[src/rtl/timer_pkg.sv]
// Shared types and constants for the countdown timer datapath.
package timer_pkg;

  typedef logic [3:0] bcd_t;

  localparam bcd_t SEC_TENS_MAX = 4'd5;
  localparam bcd_t DIGIT_MAX    = 4'd9;

  localparam int unsigned TICK_DIV_DEFAULT = 50_000_000;

  typedef enum logic [1:0] {
    ModeClear,
    ModeSet,
    ModeCount,
    ModeHold
  } mode_e;

  function automatic mode_e decode_mode(input logic reset_timer, input logic enable_counter,
                                        input logic forward, input logic expired);
    if (reset_timer) begin
      return ModeClear;
    end else if (enable_counter && forward) begin
      return ModeSet;
    end else if (enable_counter && !forward && !expired) begin
      return ModeCount;
    end
    return ModeHold;
  endfunction

endpackage

[src/rtl/tick_prescaler.sv]
// Free-running divider: one-cycle tick every TICK_DIV cycles while run is high,
// counter held at zero whenever run is low.
module tick_prescaler #(
  parameter int unsigned TICK_DIV = 4
) (
  input  logic clk,
  input  logic reset,
  input  logic run,
  output logic tick
);

  localparam int unsigned CntW = $clog2(TICK_DIV);
  localparam logic [CntW-1:0] CntLast = CntW'(TICK_DIV - 1);

  logic [CntW-1:0] cnt_q, cnt_d;

  assign tick = run && (cnt_q == CntLast);

  always_comb begin
    cnt_d = cnt_q;
    if (!run || tick) begin
      cnt_d = '0;
    end else begin
      cnt_d = cnt_q + 1'b1;
    end
  end

  always_ff @(posedge clk) begin
    if (reset) begin
      cnt_q <= '0;
    end else begin
      cnt_q <= cnt_d;
    end
  end

endmodule

[src/rtl/timer_countdown_counter.sv]
// MM:SS BCD countdown datapath for the VGA timer: clear, manual set, 1 Hz countdown, expiry flag.
// Optional expiry blink on display_blank when TIMER_EXPIRE_BLINK_EN is defined.
module timer_countdown_counter
  import timer_pkg::*;
#(
  parameter int unsigned TICK_DIV = TICK_DIV_DEFAULT
) (
  input  logic       clk,
  input  logic       reset,
  input  logic       enable_counter,
  input  logic       forward,
  input  logic       reset_timer,
  input  logic       increment_seg,
  input  logic       increment_min,
  output logic [3:0] min_tens,
  output logic [3:0] min_ones,
  output logic [3:0] sec_tens,
  output logic [3:0] sec_ones,
  output logic       expired,
  output logic       display_blank
);

  bcd_t  min_tens_q, min_tens_d, min_ones_q, min_ones_d;
  bcd_t  sec_tens_q, sec_tens_d, sec_ones_q, sec_ones_d;
  logic  expired_q, expired_d;
  logic  prev_seg_q, prev_min_q;
  logic  seg_edge, min_edge, time_zero, tick;
  mode_e mode;

  assign mode      = decode_mode(reset_timer, enable_counter, forward, expired_q);
  assign seg_edge  = increment_seg & ~prev_seg_q;
  assign min_edge  = increment_min & ~prev_min_q;
  assign time_zero = (min_tens_q == '0) && (min_ones_q == '0) &&
                     (sec_tens_q == '0) && (sec_ones_q == '0);

  tick_prescaler #(
    .TICK_DIV(TICK_DIV)
  ) u_count_prescaler (
    .clk  (clk),
    .reset(reset),
    .run  (mode == ModeCount),
    .tick (tick)
  );

  always_comb begin
    min_tens_d = min_tens_q;
    min_ones_d = min_ones_q;
    sec_tens_d = sec_tens_q;
    sec_ones_d = sec_ones_q;
    expired_d  = expired_q;
    unique case (mode)
      ModeClear: begin
        min_tens_d = '0;
        min_ones_d = '0;
        sec_tens_d = '0;
        sec_ones_d = '0;
        expired_d  = 1'b0;
      end
      ModeSet: begin
        // Seconds wrap 59->00 without touching the minutes.
        if (seg_edge) begin
          if (sec_ones_q == DIGIT_MAX) begin
            sec_ones_d = '0;
            sec_tens_d = (sec_tens_q == SEC_TENS_MAX) ? '0 : sec_tens_q + 4'd1;
          end else begin
            sec_ones_d = sec_ones_q + 4'd1;
          end
        end
        if (min_edge) begin
          if (min_ones_q == DIGIT_MAX) begin
            min_ones_d = '0;
            min_tens_d = (min_tens_q == DIGIT_MAX) ? '0 : min_tens_q + 4'd1;
          end else begin
            min_ones_d = min_ones_q + 4'd1;
          end
        end
        if (seg_edge || min_edge) begin
          expired_d = 1'b0;
        end
      end
      ModeCount: begin
        if (time_zero) begin
          expired_d = 1'b1;
        end else if (tick) begin
          if (sec_ones_q != '0) begin
            sec_ones_d = sec_ones_q - 4'd1;
          end else begin
            sec_ones_d = DIGIT_MAX;
            if (sec_tens_q != '0) begin
              sec_tens_d = sec_tens_q - 4'd1;
            end else begin
              sec_tens_d = SEC_TENS_MAX;
              if (min_ones_q != '0) begin
                min_ones_d = min_ones_q - 4'd1;
              end else begin
                min_ones_d = DIGIT_MAX;
                min_tens_d = min_tens_q - 4'd1;
              end
            end
          end
        end
      end
      ModeHold: ;
    endcase
  end

  always_ff @(posedge clk) begin
    if (reset) begin
      min_tens_q <= '0;
      min_ones_q <= '0;
      sec_tens_q <= '0;
      sec_ones_q <= '0;
      expired_q  <= 1'b0;
      prev_seg_q <= 1'b0;
      prev_min_q <= 1'b0;
    end else begin
      min_tens_q <= min_tens_d;
      min_ones_q <= min_ones_d;
      sec_tens_q <= sec_tens_d;
      sec_ones_q <= sec_ones_d;
      expired_q  <= expired_d;
      // Sampled in every mode so strobes held through a clear never look like fresh edges.
      prev_seg_q <= increment_seg;
      prev_min_q <= increment_min;
    end
  end

  assign min_tens = min_tens_q;
  assign min_ones = min_ones_q;
  assign sec_tens = sec_tens_q;
  assign sec_ones = sec_ones_q;
  assign expired  = expired_q;

`ifdef TIMER_EXPIRE_BLINK_EN
  logic blink_tick;
  logic blank_q, blank_d;

  tick_prescaler #(
    .TICK_DIV(TICK_DIV)
  ) u_blink_prescaler (
    .clk  (clk),
    .reset(reset),
    .run  (expired_q),
    .tick (blink_tick)
  );

  assign blank_d = expired_d ? (blank_q ^ blink_tick) : 1'b0;

  always_ff @(posedge clk) begin
    if (reset) begin
      blank_q <= 1'b0;
    end else begin
      blank_q <= blank_d;
    end
  end

  assign display_blank = blank_q;
`else
  assign display_blank = 1'b0;
`endif

endmodule

[config.mk]
export PLATFORM = sky130hd
export DESIGN_NAME = timer_countdown_counter
export DESIGN_NICKNAME = d
export VERILOG_FILES = /design/src/rtl/timer_pkg.sv /design/src/rtl/tick_prescaler.sv /design/src/rtl/timer_countdown_counter.sv
export SDC_FILE = /design/constraint.sdc
export NUM_CORES = 1
export LEC_CHECK = 0
export BUFFER_PORTS_ARGS = -buffer_cell sky130_fd_sc_hd__buf_2
export CORE_AREA = 5 5 78 80
export DETAILED_ROUTE_END_ITERATION = 10
export DIE_AREA = 0 0 83 85
export GPL_TIMING_DRIVEN = 0
export PLACE_DENSITY_LB_ADDON = 0.25
export SYNTH_ARGS = -nofsm -noshare
export SYNTH_HDL_FRONTEND = slang
export SYNTH_HIERARCHICAL = 1
export SYNTH_SLANG_ARGS = --single-unit
[constraint.sdc]
create_clock -name clk -period 4.06 [get_ports clk]
set_clock_uncertainty 0.15 [all_clocks]
set_input_delay 1.015 -clock clk [delete_from_list [all_inputs] [get_ports clk]]
set_output_delay 1.015 -clock clk [all_outputs]
set_load 0.03 [all_outputs]
# == After elaboration in Yosys (flattened, before gate mapping) ==
# Cells that the tools add are included.
# totals
out_inout_bits,18
register_bits,45
# op_classes
bitwise,4
reduce_logical,27
n_mux,41
n_eq_ne,18
add_sub_neg,9
# op_table
cell,count
2-to-1 mux 4 bit,27
case mux 4 bit (3 select lines),4
adder 26 x 1 -> 26 bit (second input constant),1
equality test 26 bit (second input constant),1
!= test 2 bit (second input constant),11
adder 4 x 1 -> 4 bit (second input constant),4
logical NOT 4 bit,4
subtractor 4 x 1 -> 4 bit (second input constant),4
equality test 4 bit (second input constant),3
AND reduction 6 bit,2
nonzero test 4 bit,3
2-to-1 mux 2 bit,4
AND reduction 8 bit,1
logical AND 1 bit,7
2-to-1 mux 1 bit,5
equality test 4 x 3 -> 1 bit (second input constant),1
AND reduction 4 bit,1
logical NOT 1 bit,3
case mux 1 bit (3 select lines),1
AND reduction 3 bit,1
nonzero test 3 bit,1
bitwise AND 1 bit,2
equality test 2 x 1 -> 1 bit (second input constant),1
equality test 2 bit (second input constant),1
4 further kinds,6

# == Logic depth before layout (Yosys ltp) ==
# logic_depth
ltp_word,12
depth_mapped,12
mapped_depth_nobuf,9

# == Modules after synthesis ==
# The synthesis kept the hierarchy.
# by_module_without_submodules
mod,instances,area_each_um2,cells_per_inst
timer_countdown_counter,1,1552.7,187
tick_prescaler,1,1253.7,148

# == Worst setup path before layout ==
# OpenSTA, ideal clock, no wires.
# synth_timing
path_kind,in2reg
startpoint,in forward
endpoint,reg min_ones_q[1] (netlist: min_ones[1])
setup_time_ns,0.091
required_time_ns,3.819
setup_slack_ns,0.750
n_path_buf,4
cell_stages,12
t_arrival_ns,3.069
path_cell_list,buf_6 or4b_1 buf_6 clkinv_8 buf_4 and2_1 nand4bb_1 a211oi_1 o21a_2 buf_4 nor2_1 a311oi_1
# synth_between
elab_chain_cells,11
elab_cells_between_ends,22
cone_classes,7 x eq/ne; 7 x mux; 8 x reduce/logical
# synth_rtl
element,line_no,text
start: declaration,timer_countdown_counter.sv:11,"input logic forward,"
logical NOT 1 bit,timer_pkg.sv:24,end else if (enable_counter && !forward && !expired) begin
logical AND 1 bit (2 in a row),timer_pkg.sv:24,
2-to-1 mux 1 bit,timer_pkg.sv:24,
2-to-1 mux 1 bit,timer_pkg.sv:22,end else if (enable_counter && forward) begin
2-to-1 mux 1 bit,timer_pkg.sv:20,if (reset_timer) begin
2-to-1 mux 2 bit *,timer_pkg.sv:27,return ModeHold;
equality test 2 bit *,timer_countdown_counter.sv:41,".run (mode == ModeCount),"
logical AND 1 bit *,tick_prescaler.sv:17,assign tick = run && (cnt_q == CntLast);
via tick,timer_countdown_counter.sv:27,"logic seg_edge, min_edge, time_zero, tick;"
!= test 2 bit (no source line) *,n/a,
AND reduction 6 bit (no source line) *,n/a,
end signal: assignment,timer_countdown_counter.sv:118,min_ones_q <= min_ones_d;
end: declaration,timer_countdown_counter.sv:23,"bcd_t min_tens_q, min_tens_d, min_ones_q, min_ones_d;"
# The timed path passes the listed nets; every way through them passes the cells marked *.
# A chain may end at the register's enable or synchronous reset.

# == Final worst setup path ==
# Ends and elaborated chain as after synthesis.

==> out/qor_table.md <==
| Step | Quantity | Value |
| --- | --- | --- |
| clocking | Hold-fix buffers, CTS | 0 |
| synth | Async S/R FF share, synth | 0% |
| clocking | Post-CTS Setup Repair Bufs | 0 |
| route | Number of detailed-routing iterations run before antenna repair | 5 |
| synth | Avg Cell Area, Syn | 8.38 sq um |
| sta | Time the final worst path needs with I/O delays and setup | 3370 ps |
| worst hold path | Worst hold-check path type | reg2reg |
| synth | Number of synthesized register bits | 45 |
| synth | Unique masters post-synth | 66 |
| setup path | CP Data Required Time | 4120 ps |
| setup path | Cell chain of the critical path | buf_6 > or4b_1 > buf_6 > clkinv_8 > buf_4 > and2_1 > nand4bb_1 > a211oi_1 > o21a_2 > buf_4 > nor2_1 > a311oi_1 |
| setup path | Start point of the critical path | forward |
| cells and area | Antenna diode count | 0 |
| die | Number of rows created at floorplan | 27 |
| synth | Commonest register cell after synthesis | dfxtp_1 |
| placement | Number of buffers added on ports | 21 |
| cells and area | Final standard cell count with taps included and fillers excluded | 436 |
| setup path | Largest stage delay on the critical path | 510 ps |
| sta | Final Cycle Share | 83.1% |
| cells and area | Ratio of cells with drive above 1 in the final layout | 14.8% |
| die | Height of the die | 85 microns |
| die | Core Area | 5340 sq um |
| route | Final routed wirelength across all metal layers | 6.65 mm |
| synth | Number of enable flip-flop cells after synthesis | 0 |
| placement | Total half-perimeter wirelength after legalization and detailed placement | 4.80 mm |
| synth | Sequential area share after synthesis | 32.1% |
| clocking | Buffer type at the clock tree root | clkbuf_8 |
| setup path | Cell count of the worst reg-to-reg path | 11 |
| placement | Placed cells | 428 |
| global route | Via count of the first global-routing pass | 2456 |
| die | Initial core utilization | 52.6% |
| route | WL/cell | 15.3 microns |
| power | Total chip power | 1.05 mW |
| synth | Post-synth net total | 356 |
| cells and area | Combined area of the multi-input logic cells | 1730 sq um |
| die | Width of the die | 83 microns |
| sta | Final total negative setup slack | 0 ps |
| synth | Share of Yosys cell area claimed by the top area cell type | 32.1% |
| route | Final ANT Viol Nets | 0 |
| clocking | CTS buffer count | 5 |
| setup path | Critical Path Slowest Stage Cell | or4b_1 |
| clocking | CTS tree | yes |
| placement | GP Congestion | 0.899 |
| setup path | Kind of critical path | in2reg |
| route | First DRT Iteration DRCs | 112 |
| route | Ratio of routed vias to standard cells | 6.06 |
| clocking | Number of instances resized during post-cts repair | 0 |
| clocking | Clk slew on worst S/H paths | 100 ps |
| cells and area | Layout-stage area growth over the synthesis result | 11.9% |
| flow run | Max-capacitance violation count | 0 |
| die | Die Footprint | 7060 sq um |
| global route | Overall fraction of global-route tracks in use | 18.9% |
| cells and area | Most common cell after layout, fill and taps aside | dfxtp_1 |
| setup path | FF-to-FF setup slack | 1110 ps |
| setup path | Sort of element at the end of the critical path | register |
| sta | Worst-case headroom to the max-slew limit | 43.8% |
| synth | Synth area leaders | dfxtp_1 (32%), ha_1 (6.2%), a21oi_1 (5.0%) |
| sta | Maximum frequency from static timing analysis | 0.297 GHz |
| synth | Netlist area before placement | 2810 sq um |
| global route | Total global routing overflow | 0 |
| synth | Leading area contributor after synthesis | dfxtp_1 |
| global route | Global-route wire length before repair | 11.3 mm |
| status | Run status | completed |
| cells and area | FF/Latch Area | 901 sq um |
| clocking | Number of H-tree levels | 2 |
| power | Areal power density over the cells | 334 nW/um^2 |
| cells and area | Top library cells by usage in the layout, fill and taps aside | dfxtp_1 (45), a21oi_1 (28), nor2_1 (25), buf_2 (23), o21ai_0 (21) |
| clocking | Longest Clk Path Bufs | 2 |
| route | Number of design rule violations left after detail routing | 0 |
| setup path | Peak fanout along the critical path | 11 |
| power | Static leakage power | 1.08 nW |
| clocking | Source-to-sink clock delay at the later pin of the worst-skew pair | 300 ps |
| clocking | Number of clock sinks seen by CTS | 45 |
| setup path | Worst r2r dst | min_ones[1] |
| setup path | WP data arrival | 3430 ps |
| route | Total vias in the final route | 2640 |
| global route | Number of antenna violations at the first check in global routing | 0 |
| sta | Setup-failing EPs final | 0 |
| cells and area | Post-layout net count | 384 |
| die | Count of boundary I/O pins | 25 |
| setup path | CP Capture Point | min_ones[1] |
| synth | Count of mapped cells out of synthesis | 335 |
| sta | Setup repair after global routing missed its margin | no |
| sta | Slew Limit Fails | 0 |
| sta | Hold Violations, Final | 0 |
| setup path | CP startpoint kind | primary input |
| setup path | Launch point of the worst reg-to-reg path | expired |
| power | Maximum resistive drop on vdd | 0.166 mV |
| sta | Slew at the pin closest to its max-slew limit | 834 ps |
| synth | Warnings, synthesis | 6 |
| global route | Maximum number of pins on one net before global-route repair | 16 |
| cells and area | Fillers | 534 |
==> per-layer routing <==
metal	global-route usage, %	vias to the layer above	share of wire (%)
li1	-	1317	-
met1	22.7	1266	45
met2	34.5	53	51
met3	3.40	4	3.7
met4	5.20	0	0.62
met5	0	-	0
==> stage by stage <==
step	hold slack, ps	worst slack [ps]	instance area [sq um]	util [%]
detailed placement	300	387	3000	56.2
CTS	323	690	3140	58.8
global route	350	551	3140	58.8
floorplan	276	750	2810	-
finish	319	688	3140	58.8
global placement	293	406	3000	56.2
==> power breakdown <==
| group | switching [mW] | leakage [nW] | internal, mW |
|---|---|---|---|
| combinational | 0.105 | 0.649 | 0.0604 |
| sequential | 0.0142 | 0.365 | 0.452 |
| clock | 0.170 | 0.0687 | 0.248 |
| total | 0.289 | 1.08 | 0.760 |
==> synthesized netlist by cell type (all sizes together) (3+ instances only) <==
master and n:
xor2 4, nand4 11, and3 4, clkbuf 9, nand3 15, a31oi 6, nor4 8, inv 16
a211oi 6, nand2 17, buf 8, o21a 3, o21ai 21, xnor2 8, nor3b 7, nand3b 3
a21oi 29, nor2 25, ha 14, and4 3, dfxtp 45, or3 9, nor2b 5, nor3 9
a311oi 5, or4 5
==> critical path, delay by kind of cell <==
family	cells	cell delay, ps
buf+inv	5	720
compound gates	3	770
simple gates	4	930
==> final cells by class <==
type                       count  share of cell area [%]
multi-input combinational    256                    55.0
sequential                    45                    28.7
timing repair buffer          21                    3.35
inverter                      17                    2.43
buffer                        17                    3.23
clock inverter                 3                    2.19
clock buffer                   5                    2.19
tap                           72                    2.87
==> state kept, by name (all words and copies together) (netlist names) <==
signal,cells
sec_tens,4
min_tens,4
prev_min_q,1
sec_ones,4
expired,1
u_count_prescaler/cnt_q,26
min_ones,4
prev_seg_q,1
==> worst min-delay path by stage <==
stage                          startpoint                    endpoint  slack (ps)  depth (start not counted)
2_1_floorplan  u_count_prescaler/cnt_q[0]  u_count_prescaler/cnt_q[0]         280                          1
3_3_place_gp   u_count_prescaler/cnt_q[0]  u_count_prescaler/cnt_q[0]         290                          1
3_5_place_dp   u_count_prescaler/cnt_q[0]  u_count_prescaler/cnt_q[0]         300                          1
4_1_cts        u_count_prescaler/cnt_q[0]  u_count_prescaler/cnt_q[0]         320                          1
5_1_grt        u_count_prescaler/cnt_q[0]  u_count_prescaler/cnt_q[0]         350                          1
6_report       u_count_prescaler/cnt_q[0]  u_count_prescaler/cnt_q[0]         320                          1
==> cells by family after synthesis <==
family	count (synthesis)	synth area share, %
compound gates	98	23.7
xor+xnor	12	3.74
fa+ha+maj	14	6.24
buf+inv	34	6.33
flops	45	32.1
mux	1	0.401
other cells	1	0.134
simple gates	130	27.3
Note: power is estimated with default switching activity, not from simulation.
